$ cat src/rtl/silife_gen_scheduler_pkg.sv
// rtl/silife_gen_scheduler_pkg.sv - shared state encoding and default widths for the generation scheduler
package silife_sched_pkg;

    localparam logic [1:0] IDLE = 2'd0;
    localparam logic [1:0] WAIT = 2'd1;
    localparam logic [1:0] ARM  = 2'd2;

    typedef enum logic [1:0] {
        ST_IDLE = IDLE,
        ST_WAIT = WAIT,
        ST_ARM  = ARM
    } sched_state_t;

    localparam int DEF_PERIOD_BITS = 24;
    localparam int DEF_COUNT_BITS  = 16;
    localparam int DEF_GEN_BITS    = 32;

endpackage

$ cat src/rtl/silife_sched_timer.sv
// rtl/silife_sched_timer.sv - loadable down-counter with zero flag for the inter-generation wait
module silife_sched_timer #(
    parameter int WIDTH = 24
) (
    input  logic             clk,
    input  logic             reset,
    input  logic             load,
    input  logic             enable,
    input  logic [WIDTH-1:0] load_value,
    output logic             zero
);

    logic [WIDTH-1:0] count;

    always_ff @(posedge clk) begin
        if (reset) begin
            count <= '0;
        end else if (load) begin
            count <= load_value;
        end else if (enable && count != '0) begin
            count <= count - WIDTH'(1);
        end
    end

    assign zero = (count == '0);

endmodule

$ cat src/rtl/silife_gen_scheduler.sv
// rtl/silife_gen_scheduler.sv - grid step sequencer; SILIFE_SCHED_FRAME_SYNC_EN adds i_frame_busy hold-off
module silife_gen_scheduler
    import silife_sched_pkg::*;
#(
    parameter int PERIOD_BITS = DEF_PERIOD_BITS,
    parameter int COUNT_BITS  = DEF_COUNT_BITS,
    parameter int GEN_BITS    = DEF_GEN_BITS
) (
    input  logic                   clk,
    input  logic                   reset,
    input  logic                   i_run,
    input  logic                   i_step,
    input  logic                   i_stop,
    input  logic [PERIOD_BITS-1:0] i_period,
    input  logic [COUNT_BITS-1:0]  i_limit,
    input  logic                   i_hold,
    input  logic                   i_sync_busy,
`ifdef SILIFE_SCHED_FRAME_SYNC_EN
    input  logic                   i_frame_busy,
`endif
    input  logic                   i_irq_clear,
    output logic                   o_grid_enable,
    output logic                   o_running,
    output logic [GEN_BITS-1:0]    o_gen_count,
    output logic [COUNT_BITS-1:0]  o_remaining,
    output logic                   o_done_irq
);

    sched_state_t state;
    logic         single;
    logic         limit_active;
    logic         fire_ok;
    logic         last_gen;
    logic         timer_load;
    logic         timer_zero;

`ifdef SILIFE_SCHED_FRAME_SYNC_EN
    assign fire_ok = !i_hold && !i_sync_busy && !i_frame_busy;
`else
    assign fire_ok = !i_hold && !i_sync_busy;
`endif

    assign last_gen = single || (limit_active && o_remaining == COUNT_BITS'(1));

    // Timer reloads on run start and on every fire that continues the run.
    assign timer_load = !i_stop &&
                        (((state == ST_IDLE) && i_run) ||
                         ((state == ST_ARM) && fire_ok && !last_gen));

    silife_sched_timer #(
        .WIDTH (PERIOD_BITS)
    ) u_timer (
        .clk        (clk),
        .reset      (reset),
        .load       (timer_load),
        .enable     (state == ST_WAIT),
        .load_value (i_period),
        .zero       (timer_zero)
    );

    assign o_running = (state != ST_IDLE);

    always_ff @(posedge clk) begin
        if (reset) begin
            state         <= ST_IDLE;
            single        <= 1'b0;
            limit_active  <= 1'b0;
            o_grid_enable <= 1'b0;
            o_gen_count   <= '0;
            o_remaining   <= '0;
            o_done_irq    <= 1'b0;
        end else begin
            o_grid_enable <= 1'b0;
            if (i_irq_clear) begin
                o_done_irq <= 1'b0;
            end
            if (i_stop) begin
                state <= ST_IDLE;
            end else begin
                case (state)
                    ST_IDLE: begin
                        if (i_run) begin
                            state        <= ST_WAIT;
                            o_remaining  <= i_limit;
                            limit_active <= (i_limit != '0);
                            single       <= 1'b0;
                        end else if (i_step) begin
                            // A single step is not a limited run; leave o_remaining alone.
                            state        <= ST_ARM;
                            single       <= 1'b1;
                            limit_active <= 1'b0;
                        end
                    end
                    ST_WAIT: begin
                        if (timer_zero) begin
                            state <= ST_ARM;
                        end
                    end
                    ST_ARM: begin
                        if (fire_ok) begin
                            o_grid_enable <= 1'b1;
                            o_gen_count   <= o_gen_count + GEN_BITS'(1);
                            if (limit_active) begin
                                o_remaining <= o_remaining - COUNT_BITS'(1);
                            end
                            if (last_gen) begin
                                state      <= ST_IDLE;
                                o_done_irq <= 1'b1;
                            end else begin
                                state <= ST_WAIT;
                            end
                        end
                    end
                    default: state <= ST_IDLE;
                endcase
            end
        end
    end

endmodule
$ cat config.mk
export PLATFORM = sky130hd
export DESIGN_NAME = silife_gen_scheduler
export DESIGN_NICKNAME = d
export VERILOG_FILES = /design/src/rtl/silife_gen_scheduler_pkg.sv /design/src/rtl/silife_sched_timer.sv /design/src/rtl/silife_gen_scheduler.sv
export SDC_FILE = /design/constraint.sdc
export NUM_CORES = 1
export LEC_CHECK = 0
export CORE_MARGIN = 1.5
export CORE_UTILIZATION = 45
export CTS_BUF_LIST = sky130_fd_sc_hd__clkbuf_16
export DETAILED_ROUTE_END_ITERATION = 8
export HOLD_SLACK_MARGIN = 0.06
export PLACE_DENSITY_LB_ADDON = 0.08
export SLEW_MARGIN = 10
export SYNTH_ARGS = -nofsm -noshare
export SYNTH_HDL_FRONTEND = slang
export SYNTH_SLANG_ARGS = --single-unit
$ cat constraint.sdc
create_clock -name clk -period 2.6 [get_ports clk]
set_clock_uncertainty 0.1 [all_clocks]
set_input_delay 0.39 -clock clk [delete_from_list [all_inputs] [get_ports clk]]
set_output_delay 0.39 -clock clk [all_outputs]
set_load 0.01 [all_outputs]
# ---- After elaboration in Yosys (flattened, before gate mapping)
# Cells that the tools add are included.
dict set report word_totals {
  ff_bits 78
  inputBits 48
  output_inout_bits 51
  wordCells 70
}
dict set report op_classes {
  n_addsub 3
  eq_ne 8
  n_mux 22
  bitwise 2
  n_reduce_logical 27
}
# op count
set op_table {}
lappend op_table {{two-way mux 16 bit} 3}
lappend op_table {{two-way mux 24 bit} 2}
lappend op_table {{adder 32 x 1 -> 32 bit, second input constant} 1}
lappend op_table {{one-hot mux 16 bit (2 select lines)} 1}
lappend op_table {{logical NOT 24 bit} 1}
lappend op_table {{nonzero test 24 bit} 1}
lappend op_table {{subtractor 24 x 1 -> 24 bit, second input constant} 1}
lappend op_table {{equality test 16 x 1 -> 1 bit, second input constant} 1}
lappend op_table {{nonzero test 16 bit} 1}
lappend op_table {{subtractor 16 x 1 -> 16 bit, second input constant} 1}
lappend op_table {{two-way mux 1 bit} 11}
lappend op_table {{AND reduction 3 bit} 3}
lappend op_table {{two-way mux 2 bit} 4}
lappend op_table {{inequality test 2 bit, second input constant} 4}
lappend op_table {{nonzero test 2 bit} 4}
lappend op_table {{logical AND 1 bit} 7}
lappend op_table {{one-hot mux 2 bit (3 select lines)} 1}
lappend op_table {{AND reduction 5 bit} 1}
lappend op_table {{logical NOT 1 bit} 4}
lappend op_table {{inequality test 3 bit, second input constant} 1}
lappend op_table {{OR reduction 3 bit} 1}
lappend op_table {{equality test 2 x 1 -> 1 bit, second input constant} 1}
lappend op_table {{equality test 2 bit, second input constant} 1}
lappend op_table {{logical NOT 2 bit} 1}
lappend op_table {{3 further kinds} 5}

# ---- Longest topological paths before layout
dict set report logic_depth {
  depth_word 8
  ltp_mapped 9
  mapped_depth_nobuf 8
}

# ---- Hierarchy
# Synthesis repeated with hierarchy kept, for this count alone.
dict set report hier_totals {
  hier_cells 551
  hier_area_um2 4478.0
}
# mod n_inst cells_per_inst area_per_inst_um2 seq_area_each_um2
set by_module_without_submodules {}
lappend by_module_without_submodules {silife_gen_scheduler 1 371 2919.0 1081.0}
lappend by_module_without_submodules {silife_sched_timer 1 180 1559.0 480.5}

# ---- Worst setup path after synthesis
# Ideal clock, no wire load.
dict set report synth_path {
  path_type {reg-to-reg}
  start {reg u_timer.count[8]}
  end {reg u_timer.count[8]}
  arrival_ps 2199
  path_slack_ps 189
  stages_incl_launch_ff 7
  n_path_buf 1
  synth_period_minus_slack_ps 2411
  cell_sequence {dfxtp_1 > or4_4 > or4b_4 > o21ai_4 > buf_6 > nor2_1 > a2111oi_1}
}
dict set report synth_via {
  elab_chain_len 3
  word_cells_on_any_way 6
  cone_classes {add/sub (1); mux (2); reduce/logical (3)}
}
# element line_no
set synth_rtl {}
lappend synth_rtl {{start: declaration} silife_sched_timer.sv:13} ;# logic [WIDTH-1:0] count;
lappend synth_rtl {{start signal: assignment} silife_sched_timer.sv:19} ;# count <= load_value;
lappend synth_rtl {{start signal: assignment} silife_sched_timer.sv:21} ;# count <= count - WIDTH'(1);
lappend synth_rtl {{subtractor 24 x 1 -> 24 bit / nonzero test 24 bit (equally long branches)} {silife_sched_timer.sv:21, silife_sched_timer.sv:20}}
lappend synth_rtl {{two-way mux 24 bit / logical AND 1 bit (equally long branches)} silife_sched_timer.sv:20} ;# end else if (enable && count != '0) begin
lappend synth_rtl {{two-way mux 24 bit / nonzero test 2 bit (equally long branches)} -}
# Several ways; a longest one is shown, not always the timed one. The select of a mux whose other input is x is not followed.
# A chain may end at the register's enable or synchronous reset.

# ---- Worst setup path in the final report
dict set report layout_path {
  start {reg u_timer.count[9]}
  end {reg u_timer.count[8]}
}
dict set report layout_via {
  elab_chain_len 3
}
# element line_no
set layout_rtl {}
lappend layout_rtl {{nonzero test 24 bit} silife_sched_timer.sv:20}
lappend layout_rtl {{logical AND 1 bit} silife_sched_timer.sv:20}
lappend layout_rtl {{nonzero test 2 bit (no line)} -}
# No other way between the ends.

==> qor.csv <==
metric,value,unit
status,"complete, no violations",
grt_pass1_vias,3966,
track_usage,22.7,%
dieArea,9650,µm²
dp.cells,726,
fmax,406,MHz
drtPass1Iterations,4,
ant_nets,0,
hold_path_class,reg2reg,
tightestPinTransition,0.834,ns
rsz0062_at_grt,false,
r2r_cells,6,
dp.final_hpwl,7870,µm
postCtsSetupRepairBufs,0,
n_fill_cell,784,
yosysWarnings,0,
numClockSinks,78,
core-area,8760,µm²
final_cell_mix,"97 x clkdlybuf4s50_1, 89 x nor2_1, 78 x dfxtp_1, 38 x nand2_1, 27 x buf_4",
cp-end-kind,flip-flop,
synth-adder-area-share,1.53,%
startpoint_type,flip-flop,
postRouteWirelength,10800,µm
drc,0,
synthesis.instances,516,
gp_congestion,0.867,
cts-buffers-inserted,9,
worst-setup-path-type,reg2reg,
grtUsageMet3,4.01,%
die_y,98.3,µm
final_common_cell,clkdlybuf4s50_1,
cp_cell_sequence,or4_4 -> or4b_4 -> o21ai_4 -> buf_12 -> nor2_1 -> a2111oi_2,
cts_tree,built,
synth_top_area_share,38.2,%
initial_utilization,46.6,%
pre_cts_ws,-0.130,ns
fin_ws,0.136,ns
crit_fanout,21,
synth-compound-area-share,18.6,%
cp_data_arrival_time,2.59,ns
synth_top_family_by_area,simple AND/OR/NAND/NOR gates,
synthFlopType,dfxtp_1,
synth_edf_count,0,
root_buffer,clkbuf_16,
post-route-cell-area,5680,µm²
ys_ff_latch,78,
finalPower,3.34,mW
postSynthAreaPerCell,7.91,µm²
whs_path_depth,2,
regArea,1560,µm²
die_w,98.3,µm
synthMuxAreaShare,0,%
port_buffers,98,
fin_nets,682,
met1_usage,29.7,%
clk_pin_slew_worst_paths,0.06,ns
htree_levels,3,
ios,99,
ys_types,57,
synth_area,4080,µm²
diodes,0,
max_stage_delay,0.56,ns
drive_above_1_share,9.48,%
drv_slew,0,
num_rows,34,
busiest_layer,met2,
globalRouteMet2Util,38.2,%
overflow,0,
post-synth-top-area-cell,dfxtp_1,
area_growth_syn_to_layout,39.1,%
post_synth_and_or_nand_nor_area_fraction,29.6,%
post_drt_wl_per_cell,14.5,µm
antenna_found_initial,0,
syn_nets,569,
dpl_cell_area,5330,µm²
ys_seq_area_share,38.2,%
worstPathRequired,2.72,ns
fin_hold_ws,0.377,ns
stdcell_count,741,
synthArstFlopShare,0,%
cp_slowest_cell,or4b_4,
synthXorXnorAreaFrac,8.15,%
vias,4162,
synth_area_leaders,"dfxtp_1 38%, nor2_1 8.2%, xor2_1 4.7%, nand2_1 3.5%, xnor2_1 3.4%",
fin_crit,2.46,ns
multiInputGateArea,2380,µm²
finalSetupViolCount,0,
hold_violations,0,
slew_headroom,44.4,%
cts_hold_buf,0,
cts_buffer_depth,2,
p_per_area,589,nW/µm²
ir_worst_vdd,404,µV
maxCapViolations,0,
finalCritPeriodShare,94.8,%
viasPerCell,5.62,
grt_max_degree,29,
grt_pass1_wl,18300,µm
drtIter0Drc,193,
clock_latency,0.33,ns
leakagePower,2.01,nW
[through the flow]
stage | utilization (%) | setup TNS [ns]
finish | 64.8 | 0
floorplan | - | 0
global placement | 60.9 | -0.0574
global route | 64.8 | 0
detailed placement | 60.9 | -0.255
CTS | 64.7 | 0
[where the power goes]
group          internal [mW]  switching [mW]
clock network          0.932           0.487
logic                  0.292           0.321
registers               1.25          0.0586
[final timing paths]
kind	startpoint	to	slack (ns)
min reg2reg	o_done_irq$_SDFF_PP0_	o_done_irq$_SDFF_PP0_	0.38
max reg2reg	u_timer.count[9]$_SDFFE_PP0P_	u_timer.count[8]$_SDFFE_PP0P_	0.14
max	u_timer.count[9]$_SDFFE_PP0P_	u_timer.count[8]$_SDFFE_PP0P_	0.14
min	o_done_irq$_SDFF_PP0_	o_done_irq$_SDFF_PP0_	0.38
[layout make-up]
| class | instances | share of cell area [%] |
|---|---|---|
| Multi-Input combinational cell | 399 | 41.8 |
| Sequential cell | 78 | 27.5 |
| Timing Repair Buffer | 127 | 21.5 |
| Clock buffer | 9 | 3.96 |
| Tap cell | 108 | 2.38 |
| Clock inverter | 6 | 1.96 |
| Inverter | 14 | 0.925 |
[worst max-delay path: cells and delay by family (launching register included)]
family                 cells  cell delay [ns]
buffers and inverters      1             0.17
AOI/OAI and AO/OA          2             0.55
DFF                        1             0.35
and+or+nand+nor            3             1.18
[timing repair]
action,CTS,global route
gates resized for setup,0,3
endpoints found under the hold margin,0,0
endpoints found under the setup margin,0,2
[cells by family after synthesis]
kind of cell    after synthesis
flops                        78
xor+xnor                     38
fa+ha+maj                     5
compound gates              112
buf+inv                      39
simple gates                244
[state kept, by name (all words and copies together) (netlist names)]
signal / cells
o_gen_count: 32
u_timer.count: 24
o_remaining: 16
state: 2
limit_active: 1
o_done_irq: 1
o_grid_enable: 1
single: 1
[per-layer routing]
layer	share of wire (%)	vias to the layer above
li1	-	2098
met1	46	1955
met2	49	101
met3	4.2	8
met4	0.80	0
met5	0	-
[cell usage after synthesis (all sizes together), types with 3 or more instances]
master   n
a31oi    5
or2      3
a21oi   26
o31ai    5
xnor2   16
clkbuf  20
or4b     3
or4      5
nor2    89
buf      5
or3      9
nor2b    3
o22ai    7
o21ai   24
a211oi  17
a22oi    5
inv     14
nand4   16
and3     4
and4     6
ha       5
nand2   38
dfxtp   78
a311oi   3
nor4    16
nor3    27
xor2    22
nand3   18
(Power assumes the default switching activity.)
